`src/rtl/doodle_pkg.sv`:
```
// ============================================================================
// Module      : doodle_pkg
// Description : Shared types and constants for the doodle game datapath:
//               game state encoding, keycodes, screen size, the platform
//               record and small helpers for the platform table and LFSR.
// Revision    : 1.0 - initial release
// ============================================================================
`default_nettype none

package doodle_pkg;

  typedef enum logic [1:0] {
    IDLE  = 2'd0,
    PLAY  = 2'd1,
    OVER  = 2'd2,
    PAUSE = 2'd3
  } game_state_t;

  localparam logic [7:0] KEY_SPACE = 8'h2C;
  localparam logic [7:0] KEY_P     = 8'h13;

  localparam logic [9:0] SCR_W = 10'd320;
  localparam logic [9:0] SCR_H = 10'd240;

  typedef struct packed {
    logic [9:0] x;
    logic [9:0] y;
  } platform_t;

  // Start-of-game layout: a staircase climbing up and to the right.
  function automatic platform_t plat_init(input int idx, input logic [9:0] x_min);
    platform_t p;
    p.x = x_min + 10'(16 * idx);
    p.y = 10'(220 - 28 * idx);
    return p;
  endfunction

  // Fibonacci LFSR, taps 16,14,13,11.
  function automatic logic [15:0] lfsr16_next(input logic [15:0] s);
    return {s[14:0], s[15] ^ s[13] ^ s[12] ^ s[10]};
  endfunction

endpackage

`default_nettype wire

```
`src/rtl/game_seq_lfsr16.sv`:
```
// ============================================================================
// Module      : lfsr16
// Description : 16-bit Fibonacci LFSR used to pick respawn X positions.
//               Loads seed on Reset, advances one step per cycle with step.
// Ports       : Clk, Reset (sync, active-high), step, seed[15:0], q[15:0]
// Revision    : 1.0 - initial release
// ============================================================================
`default_nettype none

module lfsr16
  import doodle_pkg::*;
(
  input  logic        Clk,
  input  logic        Reset,
  input  logic        step,
  input  logic [15:0] seed,
  output logic [15:0] q
);

  logic [15:0] state_q;

  always_ff @(posedge Clk) begin
    if (Reset) begin
      state_q <= seed;
    end else if (step) begin
      state_q <= lfsr16_next(state_q);
    end
  end

  assign q = state_q;

endmodule

`default_nettype wire

```
`src/rtl/game_seq.sv`:
```
// ============================================================================
// Module      : game_seq
// Description : Frame-level game sequencer. Synchronises frame_clk into the
//               frame-edge code, owns the platform table, scans doodle vs.
//               platform collisions once per frame, issues bounce/scroll,
//               keeps score and runs the IDLE/PLAY/OVER game FSM.
// Ports       : Clk, Reset, frame_clk, keycode[7:0], doodle_x/y/vy[9:0] in;
//               frame_clk_edge[1:0], doodle_hold, bounce, scroll_amt[9:0],
//               scroll_vld, score[15:0], game_state[1:0] out;
//               rd_idx[3:0] in, rd_x/rd_y[9:0] out (combinational read).
// Options     : GAME_PAUSE_EN - adds PAUSE state toggled by keycode 8'h13.
// Revision    : 1.0 - initial release
// ============================================================================
`default_nettype none

module game_seq
  import doodle_pkg::*;
#(
  parameter int         N_PLAT      = 8,
  parameter logic [9:0] PLAT_W      = 10'd30,
  parameter logic [9:0] PLAT_H      = 10'd4,
  parameter logic [9:0] DOODLE_W    = 10'd10,
  parameter logic [9:0] DOODLE_H    = 10'd10,
  parameter logic [9:0] SCROLL_LINE = 10'd80,
  parameter logic [9:0] DEATH_Y     = 10'd228,
  parameter logic [9:0] X_MIN       = 10'd80,
  parameter logic [9:0] X_MAX       = 10'd239
) (
  input  logic        Clk,
  input  logic        Reset,
  input  logic        frame_clk,
  input  logic [7:0]  keycode,
  input  logic [9:0]  doodle_x,
  input  logic [9:0]  doodle_y,
  input  logic [9:0]  doodle_vy,
  output logic [1:0]  frame_clk_edge,
  output logic        doodle_hold,
  output logic        bounce,
  output logic [9:0]  scroll_amt,
  output logic        scroll_vld,
  output logic [15:0] score,
  output logic [1:0]  game_state,
  input  logic [3:0]  rd_idx,
  output logic [9:0]  rd_x,
  output logic [9:0]  rd_y
);

  localparam int         IDX_W    = (N_PLAT > 1) ? $clog2(N_PLAT) : 1;
  localparam logic [1:0] P_WAIT   = 2'd0;
  localparam logic [1:0] P_SCAN   = 2'd1;
  localparam logic [1:0] P_SCROLL = 2'd2;
  localparam logic [1:0] P_CHECK  = 2'd3;
  localparam logic [9:0] RSP_SPAN = X_MAX - X_MIN - PLAT_W;

  // --------------------------------------------------------------------------
  // Registers
  // --------------------------------------------------------------------------
  game_state_t       state_q, state_d;
  logic [1:0]        sub_q, sub_d;
  logic              armed_q, armed_d;

  logic              fsync1_q, fsync2_q, fhist_q;
  logic [IDX_W-1:0]  idx_q, idx_d;
  logic              hit_done_q, hit_done_d;
  logic              bounce_q, bounce_d;
  logic              scroll_vld_q, scroll_vld_d;
  logic [9:0]        scroll_amt_q, scroll_amt_d;
  logic [15:0]       score_q, score_d;
  platform_t         plat_q [N_PLAT];
  platform_t         plat_d [N_PLAT];

  // --------------------------------------------------------------------------
  // Combinational helpers
  // --------------------------------------------------------------------------
  logic        w_tick;
  logic        w_pause_req;
  logic [7:0]  w_exit_key;
  platform_t   w_cur;
  logic [10:0] w_dx_r, w_px_r, w_dy_b, w_py_b;
  logic        w_vy_pos, w_hit;
  logic [9:0]  w_gap, w_d;
  logic [16:0] w_score_sum;
  logic [15:0] w_lfsr_q;
  logic        w_lfsr_step;
  logic [9:0]  w_rsp_x;
  logic        w_lfsr_unused;
  logic        w_rd_ok;
  logic [10:0] w_ny [N_PLAT];

  assign w_tick = ~fhist_q & fsync2_q;

`ifdef GAME_PAUSE_EN
  assign w_pause_req = armed_q && (keycode == KEY_P);
`else
  assign w_pause_req = 1'b0;
`endif

  // Key that leaves the current state; a release of it arms the next press.
  always_comb begin
    w_exit_key = KEY_SPACE;
    if (state_q == PLAY || state_q == PAUSE) w_exit_key = KEY_P;
  end

  // Collision test against the platform selected by the scan index.
  assign w_cur    = plat_q[idx_q];
  assign w_dx_r   = {1'b0, doodle_x} + {1'b0, DOODLE_W};
  assign w_px_r   = {1'b0, w_cur.x} + {1'b0, PLAT_W};
  assign w_dy_b   = {1'b0, doodle_y} + {1'b0, DOODLE_H};
  assign w_py_b   = {1'b0, w_cur.y} + {1'b0, PLAT_H};
  assign w_vy_pos = ~doodle_vy[9] & (doodle_vy != 10'd0);
  assign w_hit    = w_vy_pos
                 && (w_dx_r > {1'b0, w_cur.x}) && ({1'b0, doodle_x} < w_px_r)
                 && (w_dy_b >= {1'b0, w_cur.y}) && (w_dy_b < w_py_b);

  // Scroll distance, clamped to 8 px per frame.
  assign w_gap       = SCROLL_LINE - doodle_y;
  assign w_d         = (doodle_y < SCROLL_LINE) ? ((w_gap > 10'd8) ? 10'd8 : w_gap) : 10'd0;
  assign w_score_sum = {1'b0, score_q} + {7'd0, w_d};

  assign w_rsp_x       = X_MIN + ({3'd0, w_lfsr_q[6:0]} % RSP_SPAN);
  assign w_lfsr_unused = ^w_lfsr_q[15:7];

  // Platforms sit on a fixed 28 px ring spacing and scroll at most 8 px per
  // frame, so at most one of them can wrap per scroll: one LFSR step covers it.
  lfsr16 u_lfsr (
    .Clk   (Clk),
    .Reset (Reset),
    .step  (w_lfsr_step),
    .seed  (16'hACE1),
    .q     (w_lfsr_q)
  );

  // --------------------------------------------------------------------------
  // FSM: state register
  // --------------------------------------------------------------------------
  always_ff @(posedge Clk) begin
    if (Reset) begin
      state_q <= IDLE;
      sub_q   <= P_WAIT;
      armed_q <= 1'b0;
    end else begin
      state_q <= state_d;
      sub_q   <= sub_d;
      armed_q <= armed_d;
    end
  end

  // --------------------------------------------------------------------------
  // FSM: next state
  // --------------------------------------------------------------------------
  always_comb begin
    state_d = state_q;
    sub_d   = sub_q;
    unique case (state_q)
      IDLE: begin
        sub_d = P_WAIT;
        if (keycode == KEY_SPACE) state_d = PLAY;
      end
      PLAY: begin
        case (sub_q)
          P_WAIT: begin
            if (w_pause_req)  state_d = PAUSE;
            else if (w_tick)  sub_d   = P_SCAN;
          end
          P_SCAN:   if (idx_q == IDX_W'(N_PLAT - 1)) sub_d = P_SCROLL;
          P_SCROLL: sub_d = P_CHECK;
          P_CHECK: begin
            sub_d = P_WAIT;
            if (doodle_y >= DEATH_Y) state_d = OVER;
          end
        endcase
      end
      OVER: begin
        sub_d = P_WAIT;
        if (armed_q && keycode == KEY_SPACE) state_d = IDLE;
      end
      PAUSE: begin
        sub_d = P_WAIT;
        if (w_pause_req) state_d = PLAY;
`ifndef GAME_PAUSE_EN
        state_d = IDLE;
`endif
      end
      default: begin
        state_d = IDLE;
        sub_d   = P_WAIT;
      end
    endcase
    // Re-arm only after a cycle without the exit key since entering the state.
    armed_d = (state_d != state_q) ? 1'b0 : (armed_q | (keycode != w_exit_key));
  end

  // --------------------------------------------------------------------------
  // FSM: outputs
  // --------------------------------------------------------------------------
  always_comb begin
    doodle_hold    = (state_q != PLAY);
    frame_clk_edge = {fhist_q, fsync2_q};
`ifdef GAME_PAUSE_EN
    if (state_q == PAUSE) begin
      doodle_hold    = 1'b0;
      frame_clk_edge = 2'b00;
    end
`endif
  end

  assign game_state = state_q;
  assign bounce     = bounce_q;
  assign scroll_vld = scroll_vld_q;
  assign scroll_amt = scroll_amt_q;
  assign score      = score_q;

  // --------------------------------------------------------------------------
  // Datapath next values
  // --------------------------------------------------------------------------
  always_comb begin
    idx_d        = idx_q;
    hit_done_d   = hit_done_q;
    bounce_d     = 1'b0;
    scroll_vld_d = 1'b0;
    scroll_amt_d = scroll_amt_q;
    score_d      = score_q;
    w_lfsr_step  = 1'b0;
    for (int i = 0; i < N_PLAT; i++) begin
      plat_d[i] = plat_q[i];
      w_ny[i]   = {1'b0, plat_q[i].y} + {1'b0, w_d};
    end

    if (state_q == IDLE && state_d == PLAY) begin
      score_d = 16'd0;
      for (int i = 0; i < N_PLAT; i++) plat_d[i] = plat_init(i, X_MIN);
    end

    if (state_q == PLAY) begin
      if (sub_q == P_WAIT && sub_d == P_SCAN) begin
        idx_d      = '0;
        hit_done_d = 1'b0;
      end
      if (sub_q == P_SCAN) begin
        idx_d = idx_q + IDX_W'(1);
        if (w_hit && !hit_done_q) begin
          bounce_d   = 1'b1;
          hit_done_d = 1'b1;
        end
      end
      if (sub_q == P_SCROLL) begin
        scroll_vld_d = 1'b1;
        scroll_amt_d = w_d;
        score_d      = w_score_sum[16] ? 16'hFFFF : w_score_sum[15:0];
        for (int i = 0; i < N_PLAT; i++) begin
          if (w_ny[i] >= {1'b0, SCR_H}) begin
            plat_d[i].y = 10'(w_ny[i] - {1'b0, SCR_H});
            plat_d[i].x = w_rsp_x;
            w_lfsr_step = 1'b1;
          end else begin
            plat_d[i].y = w_ny[i][9:0];
          end
        end
      end
    end
  end

  // --------------------------------------------------------------------------
  // Datapath registers
  // --------------------------------------------------------------------------
  always_ff @(posedge Clk) begin
    if (Reset) begin
      fsync1_q     <= 1'b0;
      fsync2_q     <= 1'b0;
      fhist_q      <= 1'b0;
      idx_q        <= '0;
      hit_done_q   <= 1'b0;
      bounce_q     <= 1'b0;
      scroll_vld_q <= 1'b0;
      scroll_amt_q <= 10'd0;
      score_q      <= 16'd0;
      for (int i = 0; i < N_PLAT; i++) plat_q[i] <= plat_init(i, X_MIN);
    end else begin
      fsync1_q     <= frame_clk;
      fsync2_q     <= fsync1_q;
      fhist_q      <= fsync2_q;
      idx_q        <= idx_d;
      hit_done_q   <= hit_done_d;
      bounce_q     <= bounce_d;
      scroll_vld_q <= scroll_vld_d;
      scroll_amt_q <= scroll_amt_d;
      score_q      <= score_d;
      for (int i = 0; i < N_PLAT; i++) plat_q[i] <= plat_d[i];
    end
  end

  // --------------------------------------------------------------------------
  // Renderer read port
  // --------------------------------------------------------------------------
  assign w_rd_ok = ({1'b0, rd_idx} < 5'(N_PLAT));
  assign rd_x    = w_rd_ok ? plat_q[rd_idx[IDX_W-1:0]].x : 10'd0;
  assign rd_y    = w_rd_ok ? plat_q[rd_idx[IDX_W-1:0]].y : 10'd0;

endmodule

`default_nettype wire

```
`config.mk`:
```
export PLATFORM = sky130hd
export DESIGN_NAME = game_seq
export DESIGN_NICKNAME = d
export VERILOG_FILES = /design/src/rtl/doodle_pkg.sv /design/src/rtl/game_seq_lfsr16.sv /design/src/rtl/game_seq.sv
export SDC_FILE = /design/constraint.sdc
export NUM_CORES = 1
export LEC_CHECK = 0
export CAP_MARGIN = 20
export CORE_UTILIZATION = 55
export CTS_CLUSTER_SIZE = 10
export DETAILED_ROUTE_END_ITERATION = 16
export PLACE_DENSITY = 0.77
export SLEW_MARGIN = 15
export SYNTH_ARGS = -nofsm -noshare
export SYNTH_HDL_FRONTEND = slang
export SYNTH_HIERARCHICAL = 1
export SYNTH_SLANG_ARGS = --single-unit
```
`constraint.sdc`:
```
create_clock -name Clk -period 6.15 [get_ports Clk]
set_input_delay 0.9225 -clock Clk [delete_from_list [all_inputs] [get_ports Clk]]
set_output_delay 0.9225 -clock Clk [all_outputs]
set_load 0.02 [all_outputs]
```
==> results.cfg <==
[sta]
relSlewSlack_pct = 24.1
slew_viol_final = 0
timing.final.crit_period_ps = 5870
timing_hold_violations_final = 0
timing.final.crit_share_pct = 95.5
final_clock_skew_ps = 13.4
final_report_setup_violation_count = 0
tightestPinTransition_ps = 1140
rsz0062_at_grt = false
fmaxAchievable_mhz = 170

[clock_network]
clk_path_buf_depth = 3
post_cts_hold_buffer_count = 0
cts_tree = yes
clock_transition_at_path_regs_ps = 60
clk_root_buffer_cell = sky130_fd_sc_hd__clkbuf_16
cts_made_buffers = 27
clkSinkCount = 219
clkLatencyLatePin_ps = 560
cts_max_level = 1

[synth]
yosys.area_share.adder_pct = 12.1
yosys.area.top_type_share_pct = 24.4
synth-seq-cells = 219
synth_area_per_cell_sq_um = 9.13
synthXorXnorAreaFrac_pct = 6.19
synthMuxAreaShare_pct = 15.3
synthesized_area_fraction_occupied_by_and_or_nand_nor_cells_pct = 18.1
number_of_synthesis_warnings = 6
synth.largest_area_cell = sky130_fd_sc_hd__dfxtp_1
synth_compound_area_share_pct = 17.4
syn_inst = 1824
yosysUniqueCellTypes = 95
synth_top_cells_by_area = sky130_fd_sc_hd__dfxtp_1 (24%), sky130_fd_sc_hd__ha_1 (11%), sky130_fd_sc_hd__mux4_2 (11%)
ys_async_sr_fraction_pct = 0
post_synth_instance_area_sq_mm = 0.0166
dominantRegCellSynth = sky130_fd_sc_hd__dfxtp_1
synthTopCellsByCount = sky130_fd_sc_hd__dfxtp_1 (203), sky130_fd_sc_hd__nor2_1 (157), sky130_fd_sc_hd__ha_1 (146)
synth_seq_area_share_pct = 27.3
cell_with_the_most_instances_after_synthesis = sky130_fd_sc_hd__dfxtp_1
synth_top_family_by_area = simple AND/OR/NAND/NOR gates
synth-edff-count = 16

[routing]
via_count = 15300
drt_first_iter_violations = 1462
drt-vias-per-instance = 6.32
postRouteAntennaNets = 0
route.final.wire_length_um = 49200
post_route_drc_violation_count = 0
drt-pass1-iter-count = 5
detail_route.wl_per_cell_um = 20.3

[worst_setup_path]
worst-path-max-fanout = 16
crit_type = in -> reg
worstPathRequired_ps = 6470
cp_arrival_ps = 6190
endpoint_kind = flop
worst_setup_path_start_kind = primary input

[pwr]
seqPwrFrac_pct = 41.7
power.share.clock_pct = 42.4
fraction_of_power_spent_switching_nets_pct = 27.0
p_sw_mw = 0.947
internal_power_consumption_mw = 2.56
total_power_mw = 3.50
largest_vdd_supply_drop_v = 0.000181
cellLeakagePower_nw = 7.81
comb_power_share_pct = 15.9
power_density_mw_per_mm2 = 180

[job]
timing.max_cap.violations = 0

[finish]
layout-area-overhead-vs-synth_pct = 17.2
finalNetCount = 2217
num-fill-cells = 2396
layout-drive-gt1-share_pct = 13.4
count_of_antenna_diodes_in_the_layout = 0
final_core_util_pct = 65.6

[global_route]
vias_in_the_first_global_route = 14900
grt_max_degree = 54
grt_antenna_before_repair = 0
grt_first_pass_wirelength_um = 77800
grt.overflow.total = 0
grt_usage_pct = 31.7

[floorplanning]
core_area_sq_mm = 0.0297
chipWidth_um = 176
initial_core_util_pct = 56.0
io_pins = 98
chipHeight_um = 176
fp.dieArea_sq_mm = 0.0310
rows = 63

[placed_design]
port-buffer-count = 97
finalWeightedCongestion = 0.935
detailedPlacementHpwl_um = 35500

[worst_hold_path]
timing.hold.worst.class = reg -> reg

[status]
result_of_the_run = complete, no violations
[layer usage]
metal  up-vias  part of all wire (%)  track usage (%)
met3       109                   7.9             4.44
met2       669                    47             53.2
met5         -                     0                0
li1       7152                     -                -
met4         0                   3.4             13.1
met1      7354                    41             40.8
[state kept, by name, indices dropped and copies added, names as in the netlist, named ones only]
register,cells
armed_q,1
bounce,1
fhist_q,1
fsync1_q,1
fsync2_q,1
game_state,2
hit_done_q,1
idx_q,3
plat_q,160
score,16
scroll_amt,10
scroll_vld,1
sub_q,2
u_lfsr/q,16
[power groups by stage]
stage | clock network, mW | registers, mW | logic [mW]
after floorplan | 0 | 1.48 | 0.365
after global placement | 0 | 1.49 | 0.531
after detailed placement | 0 | 1.49 | 0.543
after CTS | 1.50 | 1.46 | 0.547
after global routing | 1.56 | 1.46 | 0.605
final | 1.49 | 1.46 | 0.558
[cells by family after synthesis]
family / Yosys count
mux: 150
flops: 219
compound gates: 443
buf+inv: 141
other cells: 2
fa+ha+maj: 155
xor+xnor: 116
simple gates: 598
[final timing paths]
check,from,endpoint,slack [ps],cells after the start
min reg2reg,fsync1_q,fsync2_q,440,1
max,doodle_y[1],u_lfsr/q[11],280,24
min,fsync1_q,fsync2_q,440,1
max reg2reg,flop,hit_done_q,1980,12
[layout by cell type, fill, tap and decap left out, drive strengths merged, types with 10 or more instances in the layout]
cell,count
a211oi,14
a21o,21
a21oi,119
a22o,25
a31oi,24
and3,33
buf,92
clkbuf,37
clkdlybuf4s50,94
conb,70
dfxtp,203
edfxtp,16
ha,146
inv,52
mux2,21
mux2i,49
mux4,80
nand2,138
nand2b,14
nand3,74
nand4,10
nor2,158
nor2b,32
nor3,46
nor3b,17
nor4,17
o21a,20
o21ai,104
o22ai,13
o31ai,11
or2,14
or3,11
xnor2,66
xor2,50
[cell type report]
type / count / area [sq um] / area share, %
clock buffer: 37 / 764 / 3.92
clock inverter: 4 / 35.0 / 0.180
inverter: 51 / 191 / 0.981
multi-input combinational: 1532 / 11800 / 60.5
sequential: 219 / 4550 / 23.3
tap: 390 / 488 / 2.50
timing repair buffer: 186 / 1690 / 8.66
[critical path, stage by stage]
cell	delay, ps
sky130_fd_sc_hd__clkdlybuf4s50_1	420
sky130_fd_sc_hd__inv_1	110
sky130_fd_sc_hd__ha_1	150
sky130_fd_sc_hd__nand2_1	60
sky130_fd_sc_hd__or2_2	280
sky130_fd_sc_hd__o21ai_0	190
sky130_fd_sc_hd__a22oi_1	110
sky130_fd_sc_hd__a311oi_1	290
sky130_fd_sc_hd__buf_4	190
sky130_fd_sc_hd__nand2_1	70
sky130_fd_sc_hd__inv_1	200
sky130_fd_sc_hd__ha_1	270
sky130_fd_sc_hd__a211oi_1	470
sky130_fd_sc_hd__o21ai_0	260
sky130_fd_sc_hd__a31o_2	290
sky130_fd_sc_hd__a21oi_1	180
sky130_fd_sc_hd__xnor2_1	130
sky130_fd_sc_hd__nor4bb_2	390
sky130_fd_sc_hd__buf_4	190
sky130_fd_sc_hd__nand4_1	90
sky130_fd_sc_hd__nor4_1	360
sky130_fd_sc_hd__nor2_1	90
sky130_fd_sc_hd__or2_1	280
sky130_fd_sc_hd__buf_12	160
[per-stage QoR]
stage	std cells	setup WS, ps	cell area, sq um	hold WS (ps)	TNS (ps)
final	2419	275	19500	437	0
after global routing	2419	73.4	19500	463	0
after CTS	2419	337	19500	438	0
after detailed placement	2378	-173	18700	425	-2880
after global placement	2378	-50.1	18700	417	-797
after floorplan	1892	112	16900	414	0
[what timing repair did]
item,in CTS,in global routing
resized for setup,0,1
endpoints found under the setup margin,0,8
buffers inserted,0,0
No activity file was read; power rests on OpenSTA's default activity.
